`src/rtl/data_table_search_bounded_if.sv`:
```
// Handshake and RAM-port bundle for the bounded hash-chain search engine.
// The master modport is the search engine side; slave is its environment.
interface data_table_search_bounded_if #(
  parameter int KEY_WIDTH    = 32,
  parameter int VALUE_WIDTH  = 16,
  parameter int A_WIDTH      = 10,
  parameter int BUCKET_WIDTH = 10,
  parameter int TAG_WIDTH    = 4,
  parameter int MAX_HOPS     = 16
);
  localparam int HW = $clog2(MAX_HOPS + 1);

  logic [KEY_WIDTH-1:0]    task_key_i;
  logic [BUCKET_WIDTH-1:0] task_bucket_i;
  logic [TAG_WIDTH-1:0]    task_tag_i;
  logic [A_WIDTH-1:0]      task_head_ptr_i;
  logic                    task_head_ptr_val_i;
  logic                    task_valid_i;
  logic                    task_ready_o;

  logic                    rd_avail_i;
  logic                    rd_en_o;
  logic [A_WIDTH-1:0]      rd_addr_o;
  logic                    rd_data_val_i;
  logic [KEY_WIDTH-1:0]    rd_key_i;
  logic [VALUE_WIDTH-1:0]  rd_value_i;
  logic [A_WIDTH-1:0]      rd_next_ptr_i;
  logic                    rd_next_ptr_val_i;

  logic [KEY_WIDTH-1:0]    result_key_o;
  logic [BUCKET_WIDTH-1:0] result_bucket_o;
  logic [TAG_WIDTH-1:0]    result_tag_o;
  logic [VALUE_WIDTH-1:0]  result_value_o;
  logic [1:0]              result_rescode_o;
  logic [2:0]              result_chain_state_o;
  logic [HW-1:0]           result_hops_o;
  logic                    result_valid_o;
  logic                    result_ready_i;

  modport master (
    input  task_key_i, task_bucket_i, task_tag_i, task_head_ptr_i, task_head_ptr_val_i,
    input  task_valid_i,
    output task_ready_o,
    input  rd_avail_i,
    output rd_en_o, rd_addr_o,
    input  rd_data_val_i, rd_key_i, rd_value_i, rd_next_ptr_i, rd_next_ptr_val_i,
    output result_key_o, result_bucket_o, result_tag_o, result_value_o,
    output result_rescode_o, result_chain_state_o, result_hops_o, result_valid_o,
    input  result_ready_i
  );

  modport slave (
    output task_key_i, task_bucket_i, task_tag_i, task_head_ptr_i, task_head_ptr_val_i,
    output task_valid_i,
    input  task_ready_o,
    output rd_avail_i,
    input  rd_en_o, rd_addr_o,
    output rd_data_val_i, rd_key_i, rd_value_i, rd_next_ptr_i, rd_next_ptr_val_i,
    input  result_key_o, result_bucket_o, result_tag_o, result_value_o,
    input  result_rescode_o, result_chain_state_o, result_hops_o, result_valid_o,
    output result_ready_i
  );
endinterface

```
`src/rtl/data_table_search_bounded.sv`:
```
// Walks a linked hash chain in external RAM looking for a key, one read per
// entry, giving up after MAX_HOPS entries.
module data_table_search_bounded #(
  parameter int KEY_WIDTH    = 32,
  parameter int VALUE_WIDTH  = 16,
  parameter int A_WIDTH      = 10,
  parameter int BUCKET_WIDTH = 10,
  parameter int TAG_WIDTH    = 4,
  parameter int MAX_HOPS     = 16
) (
  input  logic                          clk_i,
  input  logic                          rst_i,
  data_table_search_bounded_if.master   bus
);
  localparam int HW = $clog2(MAX_HOPS + 1);
  localparam logic [HW-1:0] MAX_H = HW'(MAX_HOPS);
  localparam logic [HW-1:0] ONE_H = HW'(1);

  localparam logic [1:0] RC_FOUND = 2'd0, RC_NO_ENTRY = 2'd1, RC_TOO_LONG = 2'd2;
  localparam logic [2:0] CS_NO_CHAIN = 3'd0, CS_HEAD = 3'd1, CS_MIDDLE = 3'd2,
                         CS_TAIL = 3'd3, CS_TAIL_NO_MATCH = 3'd4, CS_ABORTED = 3'd5;

  typedef enum logic [1:0] {ST_IDLE, ST_REQ, ST_WAIT, ST_DONE} state_t;

  state_t                  state;
  logic [A_WIDTH-1:0]      rd_addr;
  logic [HW-1:0]           hops;
  logic [KEY_WIDTH-1:0]    lk_key;
  logic [BUCKET_WIDTH-1:0] lk_bucket;
  logic [TAG_WIDTH-1:0]    lk_tag;
  logic [VALUE_WIDTH-1:0]  res_value;
  logic [1:0]              res_code;
  logic [2:0]              res_chain;

  function automatic logic [HW-1:0] sat_inc(input logic [HW-1:0] h);
    return (h == MAX_H) ? h : h + ONE_H;
  endfunction

  // A match on the first entry is always IN_HEAD, whatever follows it.
  function automatic logic [2:0] found_chain_state(input logic [HW-1:0] h, input logic nxt_val);
    if (h <= ONE_H) return CS_HEAD;
    return nxt_val ? CS_MIDDLE : CS_TAIL;
  endfunction

  always_ff @(posedge clk_i) begin
    if (rst_i) begin
      state     <= ST_IDLE;
      rd_addr   <= '0;
      hops      <= '0;
      lk_key    <= '0;
      lk_bucket <= '0;
      lk_tag    <= '0;
      res_value <= '0;
      res_code  <= '0;
      res_chain <= '0;
    end else begin
      case (state)
        ST_IDLE: begin
          if (bus.task_valid_i) begin
            lk_key    <= bus.task_key_i;
            lk_bucket <= bus.task_bucket_i;
            lk_tag    <= bus.task_tag_i;
            hops      <= '0;
            res_value <= '0;
            res_code  <= RC_NO_ENTRY;
            res_chain <= CS_NO_CHAIN;
            if (bus.task_head_ptr_val_i) begin
              rd_addr <= bus.task_head_ptr_i;
              state   <= ST_REQ;
            end else begin
              state   <= ST_DONE;
            end
          end
        end
        ST_REQ: begin
          if (bus.rd_avail_i) begin
            hops  <= sat_inc(hops);
            state <= ST_WAIT;
          end
        end
        ST_WAIT: begin
          if (bus.rd_data_val_i) begin
            // Match is tested before the hop limit so the last permitted entry can still hit.
            if (bus.rd_key_i == lk_key) begin
              res_code  <= RC_FOUND;
              res_chain <= found_chain_state(hops, bus.rd_next_ptr_val_i);
              res_value <= bus.rd_value_i;
              state     <= ST_DONE;
            end else if (!bus.rd_next_ptr_val_i) begin
              res_code  <= RC_NO_ENTRY;
              res_chain <= CS_TAIL_NO_MATCH;
              state     <= ST_DONE;
            end else if (hops == MAX_H) begin
              res_code  <= RC_TOO_LONG;
              res_chain <= CS_ABORTED;
              state     <= ST_DONE;
            end else begin
              rd_addr <= bus.rd_next_ptr_i;
              state   <= ST_REQ;
            end
          end
        end
        ST_DONE: begin
          if (bus.result_ready_i) state <= ST_IDLE;
        end
        default: state <= ST_IDLE;
      endcase
    end
  end

  assign bus.task_ready_o         = (state == ST_IDLE) && !rst_i;
  assign bus.rd_en_o              = (state == ST_REQ);
  assign bus.rd_addr_o            = rd_addr;
  assign bus.result_valid_o       = (state == ST_DONE);
  assign bus.result_key_o         = lk_key;
  assign bus.result_bucket_o      = lk_bucket;
  assign bus.result_tag_o         = lk_tag;
  assign bus.result_value_o       = res_value;
  assign bus.result_rescode_o     = res_code;
  assign bus.result_chain_state_o = res_chain;
  assign bus.result_hops_o        = hops;
endmodule

```
`src/flat_wrapper.sv`:
```
// flat-port wrapper written by rule: the top's interface ports become plain ports
module data_table_search_bounded_flat 
#(
  parameter int KEY_WIDTH    = 32,
  parameter int VALUE_WIDTH  = 16,
  parameter int A_WIDTH      = 10,
  parameter int BUCKET_WIDTH = 10,
  parameter int TAG_WIDTH    = 4,
  parameter int MAX_HOPS     = 16
)
  (clk_i, rst_i, bus_task_key_i, bus_task_bucket_i, bus_task_tag_i, bus_task_head_ptr_i, bus_task_head_ptr_val_i, bus_task_valid_i, bus_task_ready_o, bus_rd_avail_i, bus_rd_en_o, bus_rd_addr_o, bus_rd_data_val_i, bus_rd_key_i, bus_rd_value_i, bus_rd_next_ptr_i, bus_rd_next_ptr_val_i, bus_result_key_o, bus_result_bucket_o, bus_result_tag_o, bus_result_value_o, bus_result_rescode_o, bus_result_chain_state_o, bus_result_hops_o, bus_result_valid_o, bus_result_ready_i);
  data_table_search_bounded_if #(.KEY_WIDTH(KEY_WIDTH), .VALUE_WIDTH(VALUE_WIDTH), .A_WIDTH(A_WIDTH), .BUCKET_WIDTH(BUCKET_WIDTH), .TAG_WIDTH(TAG_WIDTH), .MAX_HOPS(MAX_HOPS)) bus_i ();
  input  logic clk_i;
  input  logic rst_i;
  input wire logic [$bits(bus_i.task_key_i)-1:0] bus_task_key_i;
  input wire logic [$bits(bus_i.task_bucket_i)-1:0] bus_task_bucket_i;
  input wire logic [$bits(bus_i.task_tag_i)-1:0] bus_task_tag_i;
  input wire logic [$bits(bus_i.task_head_ptr_i)-1:0] bus_task_head_ptr_i;
  input wire logic [$bits(bus_i.task_head_ptr_val_i)-1:0] bus_task_head_ptr_val_i;
  input wire logic [$bits(bus_i.task_valid_i)-1:0] bus_task_valid_i;
  output wire logic [$bits(bus_i.task_ready_o)-1:0] bus_task_ready_o;
  input wire logic [$bits(bus_i.rd_avail_i)-1:0] bus_rd_avail_i;
  output wire logic [$bits(bus_i.rd_en_o)-1:0] bus_rd_en_o;
  output wire logic [$bits(bus_i.rd_addr_o)-1:0] bus_rd_addr_o;
  input wire logic [$bits(bus_i.rd_data_val_i)-1:0] bus_rd_data_val_i;
  input wire logic [$bits(bus_i.rd_key_i)-1:0] bus_rd_key_i;
  input wire logic [$bits(bus_i.rd_value_i)-1:0] bus_rd_value_i;
  input wire logic [$bits(bus_i.rd_next_ptr_i)-1:0] bus_rd_next_ptr_i;
  input wire logic [$bits(bus_i.rd_next_ptr_val_i)-1:0] bus_rd_next_ptr_val_i;
  output wire logic [$bits(bus_i.result_key_o)-1:0] bus_result_key_o;
  output wire logic [$bits(bus_i.result_bucket_o)-1:0] bus_result_bucket_o;
  output wire logic [$bits(bus_i.result_tag_o)-1:0] bus_result_tag_o;
  output wire logic [$bits(bus_i.result_value_o)-1:0] bus_result_value_o;
  output wire logic [$bits(bus_i.result_rescode_o)-1:0] bus_result_rescode_o;
  output wire logic [$bits(bus_i.result_chain_state_o)-1:0] bus_result_chain_state_o;
  output wire logic [$bits(bus_i.result_hops_o)-1:0] bus_result_hops_o;
  output wire logic [$bits(bus_i.result_valid_o)-1:0] bus_result_valid_o;
  input wire logic [$bits(bus_i.result_ready_i)-1:0] bus_result_ready_i;
  assign bus_i.task_key_i = bus_task_key_i;
  assign bus_i.task_bucket_i = bus_task_bucket_i;
  assign bus_i.task_tag_i = bus_task_tag_i;
  assign bus_i.task_head_ptr_i = bus_task_head_ptr_i;
  assign bus_i.task_head_ptr_val_i = bus_task_head_ptr_val_i;
  assign bus_i.task_valid_i = bus_task_valid_i;
  assign bus_task_ready_o = bus_i.task_ready_o;
  assign bus_i.rd_avail_i = bus_rd_avail_i;
  assign bus_rd_en_o = bus_i.rd_en_o;
  assign bus_rd_addr_o = bus_i.rd_addr_o;
  assign bus_i.rd_data_val_i = bus_rd_data_val_i;
  assign bus_i.rd_key_i = bus_rd_key_i;
  assign bus_i.rd_value_i = bus_rd_value_i;
  assign bus_i.rd_next_ptr_i = bus_rd_next_ptr_i;
  assign bus_i.rd_next_ptr_val_i = bus_rd_next_ptr_val_i;
  assign bus_result_key_o = bus_i.result_key_o;
  assign bus_result_bucket_o = bus_i.result_bucket_o;
  assign bus_result_tag_o = bus_i.result_tag_o;
  assign bus_result_value_o = bus_i.result_value_o;
  assign bus_result_rescode_o = bus_i.result_rescode_o;
  assign bus_result_chain_state_o = bus_i.result_chain_state_o;
  assign bus_result_hops_o = bus_i.result_hops_o;
  assign bus_result_valid_o = bus_i.result_valid_o;
  assign bus_i.result_ready_i = bus_result_ready_i;
  data_table_search_bounded #(.KEY_WIDTH(KEY_WIDTH), .VALUE_WIDTH(VALUE_WIDTH), .A_WIDTH(A_WIDTH), .BUCKET_WIDTH(BUCKET_WIDTH), .TAG_WIDTH(TAG_WIDTH), .MAX_HOPS(MAX_HOPS)) u_core (.clk_i(clk_i), .rst_i(rst_i), .bus(bus_i));
endmodule
```
`config.mk`:
```
export PLATFORM = sky130hd
export DESIGN_NAME = data_table_search_bounded_flat
export DESIGN_NICKNAME = d
export VERILOG_FILES = /design/src/rtl/data_table_search_bounded_if.sv /design/src/rtl/data_table_search_bounded.sv /design/src/flat_wrapper.sv
export SDC_FILE = /design/constraint.sdc
export NUM_CORES = 1
export LEC_CHECK = 0
export BUFFER_PORTS_ARGS = -buffer_cell sky130_fd_sc_hd__clkbuf_2
export CAP_MARGIN = 20
export CORE_UTILIZATION = 25
export DETAILED_ROUTE_END_ITERATION = 6
export PLACE_DENSITY = 0.57
export SYNTH_ARGS = -nofsm -noshare
export SYNTH_HDL_FRONTEND = slang
export SYNTH_SLANG_ARGS = --single-unit
```
`constraint.sdc`:
```
create_clock -name clk_i -period 5.4 [get_ports clk_i]
set_input_delay 0.54 -clock clk_i [delete_from_list [all_inputs] [get_ports clk_i]]
set_output_delay 0.54 -clock clk_i [all_outputs]
set_load 0.005 [all_outputs]
```
Word level (Yosys, flattened, before mapping)
Cells that the tools add are included.
Word-level totals
  input port bits: 122
  register bits after elaboration: 84
  ROM bits: 0
  logic and storage cells: 82
  memories kept: 0
  memory bits (writable): 0
  bits in latches: 0
Cells by class
  bitwise operators: 0
  mux-type cells: 44
  div/mod/pow operators: 0
  $mul: 0
  order comparisons: 1
  $add $sub $neg: 1
  reduce and logical (&&, ||, !) cells: 11
  equality and inequality tests: 16
  shift operators: 0
Operators by type and width (count)
  $mux W10: 6
  $mux W16: 3
  $eq A32 B32 Y1: 1
  $pmux W16 S2: 1
  $mux W2: 13
  $mux W3: 7
  $pmux W10 S2: 1
  $ne A2 B2 Y1 const B: 8
  $reduce_and A4 Y1: 4
  $mux W5: 3
  $pmux W5 S2: 1
  $pmux W2 S4: 1
  $reduce_and A7 Y1: 1
  $mux W1: 6
  $pmux W3 S2: 1
  $add A5 B1 Y5 const B: 1
  $eq A5 B5 Y1 const B: 1
  $le A5 B1 Y1 const B: 1
  $eq A2 B2 Y1 const B: 2
  $ne A2 B1 Y1 const B: 2
  $ne A4 B2 Y1 const B: 1
  $pmux W2 S2: 1
  $reduce_bool A2 Y1: 2
  $eq A2 B1 Y1 const B: 1
  4 further kinds: 4

Depth between registers and ports, before layout
  word-level depth: 10
  depth in mapped cells: 9
  depth with buffers taken out: 8

Least setup slack after synthesis
Ideal clock, no wire load.
  path kind: input to register
  from: in bus_rd_key_i[11]
  to: reg u_core.res_chain[1] (netlist: u_core.bus.result_chain_state_o[1])
  cell stages on the path: 6
  library setup time: 0.071 ns
  slack: 3.399 ns
  data required time: 5.329 ns
  arrival time: 1.931 ns
  cell sequence: xnor2_1 nand4_1 nor4_4 nand2_2 or4_1 a21oi_1
On the way
  word-level cells in the longest chain between the ends: 4
  elaborated cells between the ends (all ways): 6
  those cells by class: 2 x eq/ne; 3 x mux; 1 x reduce/logical
RTL lines
  from (decl): RTL line flat_wrapper.sv:26  | input wire logic [$bits(bus_i.rd_key_i)-1:0] bus_rd_key_i;
  $eq A32 B32 Y1 *: RTL line data_table_search_bounded.sv:84  | if (bus.rd_key_i == lk_key) begin
  $mux W3: RTL line data_table_search_bounded.sv:84
  $mux W3: RTL line data_table_search_bounded.sv:82  | if (bus.rd_data_val_i) begin
  $pmux W3 S2: RTL line data_table_search_bounded.sv:57  | case (state)
  to (signal assigned): RTL line data_table_search_bounded.sv:86  | res_chain <= found_chain_state(hops, bus.rd_next_ptr_val_i);
  to (decl): RTL line data_table_search_bounded.sv:33  | logic [2:0] res_chain;
Mark *: on every way between the ends. The rest lies on a longest branch, timed or not. The select of a mux whose other input is x is not followed.
A chain may end at the register's enable or synchronous reset.

Final worst setup path
  from: reg u_core.hops[0] (netlist: u_core.bus.result_hops_o[0])
  to: reg u_core.rd_addr[1] (netlist: u_core.bus.rd_addr_o[1])
On the way
  word-level cells in the longest chain between the ends: 3
RTL lines
  from (decl): RTL line data_table_search_bounded.sv:27  | logic [HW-1:0] hops;
  from (signal assigned): RTL line data_table_search_bounded.sv:77  | hops <= sat_inc(hops);
  $eq A5 B5 Y1: RTL line data_table_search_bounded.sv:93  | end else if (hops == MAX_H) begin
  $ne A2 B2 Y1 (no line)
  $reduce_and A7 Y1 (no line)
  to (signal assigned): RTL line data_table_search_bounded.sv:68  | rd_addr <= bus.task_head_ptr_i;
  to (signal assigned): RTL line data_table_search_bounded.sv:98  | rd_addr <= bus.rd_next_ptr_i;
  to (decl): RTL line data_table_search_bounded.sv:26  | logic [A_WIDTH-1:0] rd_addr;
No other way between the ends.

==> flow_summary.ini <==
[layout]
n_antenna_cell = 0
post-route-util = 0.3576
multi_input_area_um2 = 1963
drive_above_1_share = 0.3557
area_delta_synth_final_pct = 38.21
fin_nets = 775
fillers = 1615
regArea_um2 = 1682

[cts]
ctsHoldBuffers = 0
numClockSinks = 84
clock_path_buffers = 2
postCtsSetupRepairBufs = 0
cts_root_buffer = clkbuf_16
cts_resized = 0
clk-insertion-delay-late_ns = 0.34
cts_max_level = 3
cts_made_buffers = 9
cts_tree = done
clk_pin_slew_ns = 0.06

[drt]
drt-wirelength-per-cell_um = 13.74
num_vias = 3845
drt_wl_total_um = 11530
via_per_inst = 4.583
drt_pass1_iterations = 7
drc_errors = 37
drt-initial-drc-count = 191
final_antenna_net_count = 0

[flow_run]
drv_cap = 0

[placed_design]
portBuffers = 206
gp_routability_congestion = 0.7184
dp_hpwl_um = 8348

[timing]
slew_headroom = 0.2740
setup_viol = 0
hold_viol = 0
setup-tns-final_ns = 0
rsz0062_at_grt = no
tightestPinTransition_ns = 1.085
period_minus_slack_ns = 2.272
fmax_mhz = 440.1
slew_viol_final = 0
clock_skew_ns = 0.005919
finalCritPeriodShare = 0.4208

[global_route]
grt_pass1_vias = 3495
grt_max_degree = 50
overflow = 0
antenna_found_initial = 0
grt_pass1_wl_um = 18060
grtUsageTotal = 0.1460

[yosys]
synth-seq-cells = 84
ys_seq_area_frac = 0.4439
syn-num-nets = 587
yosys.area.top_type = dfxtp_1
synthArstFlopShare = 0
synth_edf_count = 0
syn_area_um2 = 3789
netlist_instances = 462
avgSynthCellArea_um2 = 8.201
ys_types = 35
synth_warnings = 0
synth_area_leaders = dfxtp_1 (44%), a21oi_1 (9.9%), nand2_1 (9.6%)
yosysTopAreaCellShare = 0.4439
synth-main-ff-cell = dfxtp_1

[die]
dieHeight_um = 125.1
dieArea_um2 = 15650
core_area_um2 = 14640
fp-row-count = 44
start_util = 0.2587
boundaryPins = 207
die_x_um = 125.1

[critical_path]
r2r-end = u_core.bus.rd_addr_o[1]
r2r-start = u_core.bus.result_hops_o[0]
ff2ff_path_depth = 9
critPathKind = reg -> reg
end_kind = flop
startpoint_type = flop
critical_path.max_fanout = 20
cp.arrival_ns = 2.53
rrSetupSlack_ns = 3.13
crit_required_ns = 5.66

[outcome]
status = finished with violations
violations = design-rule violations

[hold_path]
min_to = u_core.bus.result_bucket_o[7]
whs_path_depth = 3
hold_path_class = in -> reg
min_from = bus_task_bucket_i[7]

[pwr]
leakage_nw = 2.314
power_mw = 1.585
p_per_area_nw_per_um2 = 302.6
ir_worst_vdd_v = 0.0001128
-- worst max path at each step --
stage,from,end,depth (start not counted)
after floorplan,bus_rd_key_i[11],u_core.bus.result_chain_state_o[1],6
after global placement,bus_rd_key_i[11],u_core.bus.result_chain_state_o[1],7
after detailed placement,bus_rd_key_i[11],u_core.bus.result_chain_state_o[1],7
after CTS,u_core.bus.result_hops_o[0],u_core.bus.rd_addr_o[1],9
after global routing,u_core.bus.result_hops_o[0],u_core.bus.rd_addr_o[9],9
final,u_core.bus.result_hops_o[0],u_core.bus.rd_addr_o[1],9
-- kinds of logic (layout without fill, tap and decap cells) --
kind of cell,Yosys count,after routing,synth area share
buf+inv,39,232,0.03897
flops,84,84,0.4439
compound gates,110,110,0.1516
mux,12,12,0.03171
fa+ha+maj,3,3,0.009909
xor+xnor,35,35,0.08091
simple gates,179,179,0.2431
-- stage by stage --
stage / cells / cell area (um2) / hold slack (ns) / setup WS, ns
after floorplan: 462 / 3789 / 0.4527 / 3.399
after global placement: 823 / 4966 / 0.4424 / 3.043
after detailed placement: 823 / 4966 / 0.4496 / 3.016
after CTS: 839 / 5236 / 0.3997 / 3.118
after global routing: 839 / 5236 / 0.4080 / 2.928
final: 839 / 5236 / 0.4125 / 3.128
-- report_power, final --
group          switching, mW  internal (mW)
logic                  0.170          0.143
registers             0.0354          0.664
clock network          0.251          0.321
total                  0.457           1.13
-- flip-flops by register name, indices dropped and copies added, names as in the netlist --
signal	count
u_core.bus.result_bucket_o	10
u_core.state	2
u_core.bus.result_chain_state_o	3
u_core.bus.result_value_o	16
u_core.bus.result_key_o	32
u_core.bus.result_hops_o	5
u_core.bus.rd_addr_o	10
u_core.bus.result_tag_o	4
u_core.bus.result_rescode_o	2
-- metal layers --
metal  share of wire  routed length [um]  GRT usage
met1            0.45                5158     0.1811
met2            0.45                5179     0.2353
met3           0.087                1004    0.04493
met4           0.016                 187    0.05882
met5               0                   0          0
-- cell usage after synthesis, types with 2 or more instances --
master	number
nor3_1	19
nor4_4	2
ha_1	3
nand2b_1	4
a21oi_1	75
dfxtp_1	84
nand3_1	3
and2_1	2
nand4_1	10
xnor2_1	32
mux2i_1	12
nand2_1	97
o21ai_0	28
nor3b_1	10
nand4b_1	16
a21o_1	2
nor2_1	7
inv_1	4
nor2b_1	2
xor2_1	3
clkbuf_1	33
-- critical path, stage by stage, from the launching register on --
cell      delay [ns]
dfxtp_1         0.36
inv_1           0.11
ha_1            0.14
nor4bb_1        0.69
nor2_1          0.15
nand3_1         0.14
a21oi_1         0.06
buf_4           0.22
o21ai_0         0.15
nor3b_1         0.20
-- cell usage in the layout, fill, tap and decap left out, drive strengths merged --
cell type / Yosys / final
a21boi: 1 / 1
ha: 3 / 3
a21bo: 1 / 1
nor3: 19 / 19
nor4: 3 / 3
a21oi: 75 / 75
xor2: 3 / 3
or2: 1 / 1
clkinvlp: 0 / 1
o41ai: 1 / 1
nand4b: 16 / 16
nand3: 3 / 3
nand2b: 4 / 4
a221oi: 1 / 1
and3: 1 / 1
clkinv: 0 / 4
nor2: 7 / 7
nand3b: 1 / 1
inv: 4 / 4
or4: 1 / 1
o21ai: 28 / 28
nor4bb: 1 / 1
and2: 2 / 2
clkbuf: 33 / 216
nand2: 98 / 98
nor2b: 2 / 2
a2111oi: 1 / 1
dfxtp: 84 / 84
nand4: 10 / 10
a21o: 2 / 2
nor3b: 10 / 10
buf: 2 / 7
xnor2: 32 / 32
mux2i: 12 / 12
-- layout make-up --
class / instances / area share
Tap cell: 184 / 0.04397
Clock buffer: 11 / 0.04636
Sequential cell: 84 / 0.3211
Inverter: 4 / 0.002867
Clock inverter: 5 / 0.005257
Timing Repair Buffer: 212 / 0.2055
Multi-Input combinational cell: 339 / 0.3749
Power figures use the tool's default switching activity.
